### src/rtl/led_bist_pattern_gen.sv
// Switch-to-LED driver with a built-in pattern self-test.
// WIDTH switches drive WIDTH LEDs through a 2-flop synchroniser. An all-zero
// switch word enters BIST. BIST shows one of four patterns, selected by mode,
// and advances it at a rate divided down from clk.
// Optional build macro LED_BIST_DEBOUNCE_EN adds a debounce filter that holds
// the synchronised switch word until it has been stable for DB_CYCLES clk.
module led_bist_pattern_gen #(
    parameter int WIDTH     = 4,
    parameter int DIV       = 50_000_000,
    parameter int DB_CYCLES = 1_000_000
) (
    input  logic             clk,
    input  logic             rst_n,
    input  logic [WIDTH-1:0] sw,
    input  logic [1:0]       mode,
    output logic [WIDTH-1:0] led,
    output logic             bist_active
);

    localparam int SW_W = $clog2(2*WIDTH+1);
    localparam int DV_W = $clog2(DIV);

    localparam logic [SW_W-1:0] ST_W     = SW_W'(WIDTH);
    localparam logic [SW_W-1:0] ST_WM1   = SW_W'(WIDTH-1);
    localparam logic [SW_W-1:0] ST_2W    = SW_W'(2*WIDTH);
    localparam logic [SW_W-1:0] ST_BLAST = SW_W'(2*WIDTH-3);
    localparam logic [DV_W-1:0] DV_LAST  = DV_W'(DIV-1);

    typedef enum logic {PASS, BIST} state_t;
    typedef enum logic [1:0] {PAT_FILL, PAT_BOUNCE, PAT_BLINK, PAT_COUNT} pat_t;

    if (WIDTH < 2 || WIDTH > 32 || DIV < 2 || DB_CYCLES < 1) begin : g_bad_param
        $error("led_bist_pattern_gen: parameter out of legal range");
    end

    state_t            state, state_nx;
    pat_t              mode_q;
    logic [WIDTH-1:0]  sync1, sync2, sw_f;
    logic [WIDTH-1:0]  led_nx;
    logic [SW_W-1:0]   step, step_nx, bpos;
    logic [DV_W-1:0]   div_cnt;
    logic              tick;

    // Two-flop synchroniser on the switch pins and a one-clk copy of mode.
    always_ff @(posedge clk) begin
        if (!rst_n) begin
            sync1  <= '0;
            sync2  <= '0;
            mode_q <= PAT_FILL;
        end else begin
            sync1  <= sw;
            sync2  <= sync1;
            mode_q <= pat_t'(mode);
        end
    end

`ifdef LED_BIST_DEBOUNCE_EN
    localparam int DBC_W = $clog2(DB_CYCLES+1);
    localparam logic [DBC_W-1:0] DB_FULL = DBC_W'(DB_CYCLES);

    logic [DBC_W-1:0] db_cnt;
    logic [WIDTH-1:0] db_q;

    // db_cnt = clk cycles the current sync2 value has been held (saturating);
    // sync1 != sync2 means sync2 changes on this edge, so the count restarts at 1.
    always_ff @(posedge clk) begin
        if (!rst_n) begin
            db_cnt <= '0;
            db_q   <= '0;
        end else begin
            if (sync1 != sync2)
                db_cnt <= DBC_W'(1);
            else if (db_cnt != DB_FULL)
                db_cnt <= db_cnt + DBC_W'(1);
            if (db_cnt == DB_FULL)
                db_q <= sync2;
        end
    end

    // Filtered switch word seen by the FSM.
    always_comb sw_f = db_q;
`else
    // Filtered switch word seen by the FSM.
    always_comb sw_f = sync2;
`endif

    // Free-running pattern-rate divider.
    always_ff @(posedge clk) begin
        if (!rst_n)
            div_cnt <= '0;
        else if (div_cnt == DV_LAST)
            div_cnt <= '0;
        else
            div_cnt <= div_cnt + DV_W'(1);
    end

    assign tick        = (div_cnt == DV_LAST);
    assign bist_active = (state == BIST);

    // State, LED and pattern-step registers.
    always_ff @(posedge clk) begin
        if (!rst_n) begin
            state <= PASS;
            led   <= '0;
            step  <= '0;
        end else begin
            state <= state_nx;
            led   <= led_nx;
            step  <= step_nx;
        end
    end

    // Next-state, next LED word and pattern stepping.
    always_comb begin
        state_nx = state;
        led_nx   = led;
        step_nx  = step;
        bpos     = (step < ST_W) ? (ST_WM1 - step) : (step - ST_WM1);
        case (state)
            PASS: begin
                led_nx = sw_f;
                if (sw_f == '0) begin
                    state_nx = BIST;
                    led_nx   = '0;
                    step_nx  = '0;
                end
            end
            BIST: begin
                if (sw_f != '0) begin
                    state_nx = PASS;
                    led_nx   = sw_f;
                end else if (mode != mode_q) begin
                    led_nx  = '0;
                    step_nx = '0;
                end else if (tick) begin
                    step_nx = (step == ST_2W) ? '0 : step + SW_W'(1);
                    case (mode_q)
                        PAT_FILL: begin
                            if (step < ST_W)
                                led_nx = {1'b1, led[WIDTH-1:1]};
                            else if (step < ST_2W)
                                led_nx = {led[WIDTH-2:0], 1'b0};
                            else
                                led_nx = '0;
                        end
                        PAT_BOUNCE: begin
                            led_nx = WIDTH'(1) << bpos;
                            if (step >= ST_BLAST)
                                step_nx = '0;
                        end
                        PAT_BLINK: led_nx = ~led;
                        PAT_COUNT: led_nx = led + WIDTH'(1);
                        default:   led_nx = led;
                    endcase
                end
            end
            default: state_nx = PASS;
        endcase
    end

endmodule

### config.mk
export PLATFORM = sky130hd
export DESIGN_NAME = led_bist_pattern_gen
export DESIGN_NICKNAME = d
export VERILOG_FILES = /design/src/rtl/led_bist_pattern_gen.sv
export SDC_FILE = /design/constraint.sdc
export NUM_CORES = 1
export LEC_CHECK = 0
export BUFFER_PORTS_ARGS = -buffer_cell sky130_fd_sc_hd__buf_2
export CAP_MARGIN = 40
export CORE_ASPECT_RATIO = 0.75
export CORE_MARGIN = 2
export CORE_UTILIZATION = 50
export DETAILED_ROUTE_END_ITERATION = 8
export PLACE_DENSITY = 0.67
export SYNTH_ARGS = -nofsm -noshare
export SYNTH_HDL_FRONTEND = slang
export SYNTH_SLANG_ARGS = --single-unit
### constraint.sdc
create_clock -name clk -period 2.2 [get_ports clk]
set_input_delay 0.33 -clock clk [delete_from_list [all_inputs] [get_ports clk]]
set_output_delay 0.33 -clock clk [all_outputs]
set_load 0.03 [all_outputs]
==> implementation parameters <==
Parameter                              Value

Logic synthesis
  Top cells by area, synth ... sky130_fd_sc_hd__dfxtp_1 (40%), sky130_fd_sc_hd__xnor2_1 (6.2%), sky130_fd_sc_hd__nor2_1 (5.1%)
  Synth area leader ... sky130_fd_sc_hd__dfxtp_1
  Count of synthesis-stage warnings from yosys ... 0
  Portion of the post-synthesis area used by sequential elements ... 39.8%
  Gate Count Post-Synth ... 255
  Top cell type's share of synthesized area ... 39.8%
  Mapped Nets ... 272
  Number of enable-type register cells in the synthesized netlist ... 0
  Syn_area_per_cell ... 8.89 um2
  Yosys reg bits ... 45
  Number of library cell types mapped by synthesis ... 43
  Netlist Area Pre-Place ... 2270 um2
  Commonest register cell after synthesis ... sky130_fd_sc_hd__dfxtp_1
  Post-synthesis async set-or-reset flop share ... 0%

Power and ir drop
  Total power ... 1.49 mW
  Leakage power of the design ... 0.931 nW
  Total power per unit cell area ... 581 nW/um2
  Peak supply drop ... 0.000453 V

Finish
  FILL cells ... 401
  Sequential cell area ... 901 um2
  Post-route cell area ... 2560 um2
  Final-stage net count ... 294
  Fraction of final layout cells with drive strength greater than 1 ... 15.2%
  Area taken by multi-input logic gates ... 1320 um2
  Layout area overhead ... 13.0%
  Final std cells w/o fill ... 334
  Ant diodes ... 0

Routing
  # DRC ... 0
  Vias per cell ... 5.54
  Routed len/inst ... 13.8 um
  Via count ... 1849
  Detailed Routing Iterations Pass 1 ... 4
  Number of routed nets with antenna violations ... 0
  Detailed router's first-iteration violation count ... 115
  Routed WL ... 4.62 mm

Setup path
  Number of cell instances on the worst register-to-register path ... 5
  Largest driver fanout on the critical path ... 6
  Critical path endpoint category ... register
  Data arrival time of the worst path ... 2.38 ns
  Required time at the worst-slack endpoint ... 2.43 ns
  Setup CP Type ... register to register
  Reg-to-reg setup timing slack ... 0.05 ns
  Cell-by-cell trace of the critical path ... or4_4 -> or4_4 -> o21ba_4 -> or3_1 -> a21oi_2
  Cell seen most often among critical-path stages ... sky130_fd_sc_hd__or4_4
  Crit start category ... register
  Critical-path cell with the highest stage delay ... sky130_fd_sc_hd__or4_4
  Largest incremental delay on the critical path ... 0.54 ns

GRT
  Final global-route overflow total ... 0
  Wire length of the first global-routing pass ... 8.36 mm
  Tot GR Track Use ... 20.8%
  Antenna violations before repair ... 0
  Via count of the first global-routing pass ... 1744
  Maximum number of pins on one net before global-route repair ... 25

STA
  Transition at the pin with the smallest max-transition slack ... 0.382 ns
  Setup_tns ... 0 ns
  Setup repair after global routing missed its margin ... false
  Least setup slack across all paths after layout ... 0.0540 ns
  Final period utilization ... 97.5%
  Slew Limit Headroom ... 74.2%
  Number of failing hold endpoints at the final stage ... 0
  Minimum period implied by the final worst setup slack ... 2.15 ns
  Final Setup Violations ... 0
  Setup skew after layout ... 0.00331 ns
  Maximum clock frequency ... 466 MHz
  Number of slew-limit violations in the final report ... 0

Die
  Number of placement rows ... 21
  Die X ... 81.7 um
  Die Footprint ... 5090 um2
  Starting density of the core ... 51.3%
  Number of top-level pins ... 13
  Die Height ... 62.3 um
  Standard cell core area ... 4410 um2

CTS
  Clk pin slew, worst setup/hold paths ... 0.08 ns
  Clock sinks ... 45
  Clock Latency Late Sink ... 0.29 ns
  Max Buffers Root-to-Sink ... 2
  CTS tree ... built
  Clock Root Buffer ... sky130_fd_sc_hd__clkbuf_8
  Number of clock buffers inserted by TritonCTS ... 5
  Number of hold buffers added after CTS ... 0
  Deepest level of the CTS H-tree ... 2

Min path
  HP Class ... input port to register
  Hold Crit Depth ... 2

Flow run
  Number of violations of the max-capacitance limit ... 0

Placement
  Gp weighted congestion ... 0.792
  Count of port buffers added during placement ... 12
  HPWL after detailed placement ... 3.43 mm
  Placement-stage cell area ... 2460 um2
  Post-placement worst setup slack ... 0.0583 ns
  Total instance count after detailed placement ... 327

Status
  Outcome ... completed
-- layout by cell type, fill, tap and decap left out, types with 2 or more instances in the layout --
master,instances
sky130_fd_sc_hd__and2_1,15
sky130_fd_sc_hd__xnor2_1,16
sky130_fd_sc_hd__or3_1,5
sky130_fd_sc_hd__nand3_1,11
sky130_fd_sc_hd__or2_2,2
sky130_fd_sc_hd__mux2i_1,2
sky130_fd_sc_hd__nor4b_1,2
sky130_fd_sc_hd__clkbuf_8,6
sky130_fd_sc_hd__ha_1,8
sky130_fd_sc_hd__nand2_1,10
sky130_fd_sc_hd__buf_2,12
sky130_fd_sc_hd__inv_1,8
sky130_fd_sc_hd__nand2b_1,4
sky130_fd_sc_hd__or4_4,2
sky130_fd_sc_hd__o221a_2,3
sky130_fd_sc_hd__and4_1,4
sky130_fd_sc_hd__a21oi_1,10
sky130_fd_sc_hd__nand4_1,7
sky130_fd_sc_hd__nor2_1,31
sky130_fd_sc_hd__and4b_1,2
sky130_fd_sc_hd__and3_1,4
sky130_fd_sc_hd__o31a_1,3
sky130_fd_sc_hd__o21ai_0,4
sky130_fd_sc_hd__a31oi_1,5
sky130_fd_sc_hd__nor3_1,6
sky130_fd_sc_hd__dfxtp_1,45
sky130_fd_sc_hd__xor2_1,11
sky130_fd_sc_hd__o31ai_1,2
sky130_fd_sc_hd__nor2b_1,2
sky130_fd_sc_hd__nor4_1,4
sky130_fd_sc_hd__buf_4,10
sky130_fd_sc_hd__nor3b_1,3
-- Yosys cell counts, types with 3 or more instances --
cell,instances
sky130_fd_sc_hd__nand2b_1,4
sky130_fd_sc_hd__xor2_1,11
sky130_fd_sc_hd__nor4_1,4
sky130_fd_sc_hd__or3_1,6
sky130_fd_sc_hd__inv_1,8
sky130_fd_sc_hd__o221a_2,3
sky130_fd_sc_hd__o21ai_0,4
sky130_fd_sc_hd__o31a_1,3
sky130_fd_sc_hd__clkbuf_1,8
sky130_fd_sc_hd__and4_1,4
sky130_fd_sc_hd__ha_1,9
sky130_fd_sc_hd__xnor2_1,16
sky130_fd_sc_hd__a21oi_1,11
sky130_fd_sc_hd__nor3b_1,3
sky130_fd_sc_hd__nand4_1,7
sky130_fd_sc_hd__dfxtp_1,45
sky130_fd_sc_hd__nor3_1,6
sky130_fd_sc_hd__and3_1,4
sky130_fd_sc_hd__nand2_1,10
sky130_fd_sc_hd__a31oi_1,5
sky130_fd_sc_hd__and2_1,15
sky130_fd_sc_hd__nor2_1,31
sky130_fd_sc_hd__nand3_1,11
-- power by group --
| part | total, mW | internal, mW | switching, mW | leakage [nW] |
|---|---|---|---|---|
| clock network | 0.502 | 0.249 | 0.252 | 0.0443 |
| registers | 0.857 | 0.834 | 0.0227 | 0.366 |
| logic | 0.129 | 0.0630 | 0.0664 | 0.520 |
| total | 1.49 | 1.15 | 0.342 | 0.931 |
-- per-stage QoR --
stage                     hold WS (ns)  util [%]
after floorplan                  0.412         -
after global placement           0.418      55.8
after detailed placement         0.418      55.8
after CTS                        0.237      57.7
after global routing             0.241      58.0
final                            0.245      58.0
-- sequential cells by signal (all words and copies together) (netlist names) --
register,cells
div_cnt,26
led,4
step,4
sw_f,4
sync1,4
mode_q,2
bist_active,1
-- routing by layer --
metal	share of wire (%)	up-vias	global-route usage (%)
met2	42	35	29.7
met5	0	-	0
met3	3.8	4	3.92
li1	-	952	-
met1	53	858	31.7
met4	0.71	0	5.63
-- worst max-delay path, delay by kind of cell, from the launching register on --
kind               cells  cell delay (ns)
DFF                    1             0.31
AOI/OAI and AO/OA      2             0.35
and+or+nand+nor        3             1.43
-- kinds of logic (layout without fill, tap and decap cells) --
logic type | count (synthesis) | count (layout) | share of synthesized area [%]
simple gates | 116 | 116 | 28.3
flops | 45 | 45 | 39.8
compound gates | 39 | 39 | 12.5
xor+xnor | 27 | 27 | 10.4
buf+inv | 16 | 38 | 2.65
fa+ha+maj | 9 | 9 | 4.97
mux | 3 | 3 | 1.38
-- repair_timing --
item | in CTS | in global routing
gates resized for setup | 0 | 3
buffers inserted | 0 | 0
endpoints found under the setup margin | 0 | 6
-- final timing paths --
check	to	from
max	step[3]	sw_f[0]
min reg2reg	sw_f[2]	sync1[2]
min	sync1[3]	sw[3]
max reg2reg	step[3]	sw_f[0]
-- area by class of cell --
| type | instances | area share, % |
|---|---|---|
| inverters | 8 | 1.17 |
| clock buffers | 7 | 3.37 |
| repair buffers | 23 | 6.06 |
| flip-flops and latches | 45 | 35.2 |
| well taps | 57 | 2.79 |
| multi-input cells | 194 | 51.4 |
(Power assumes the default switching activity.)
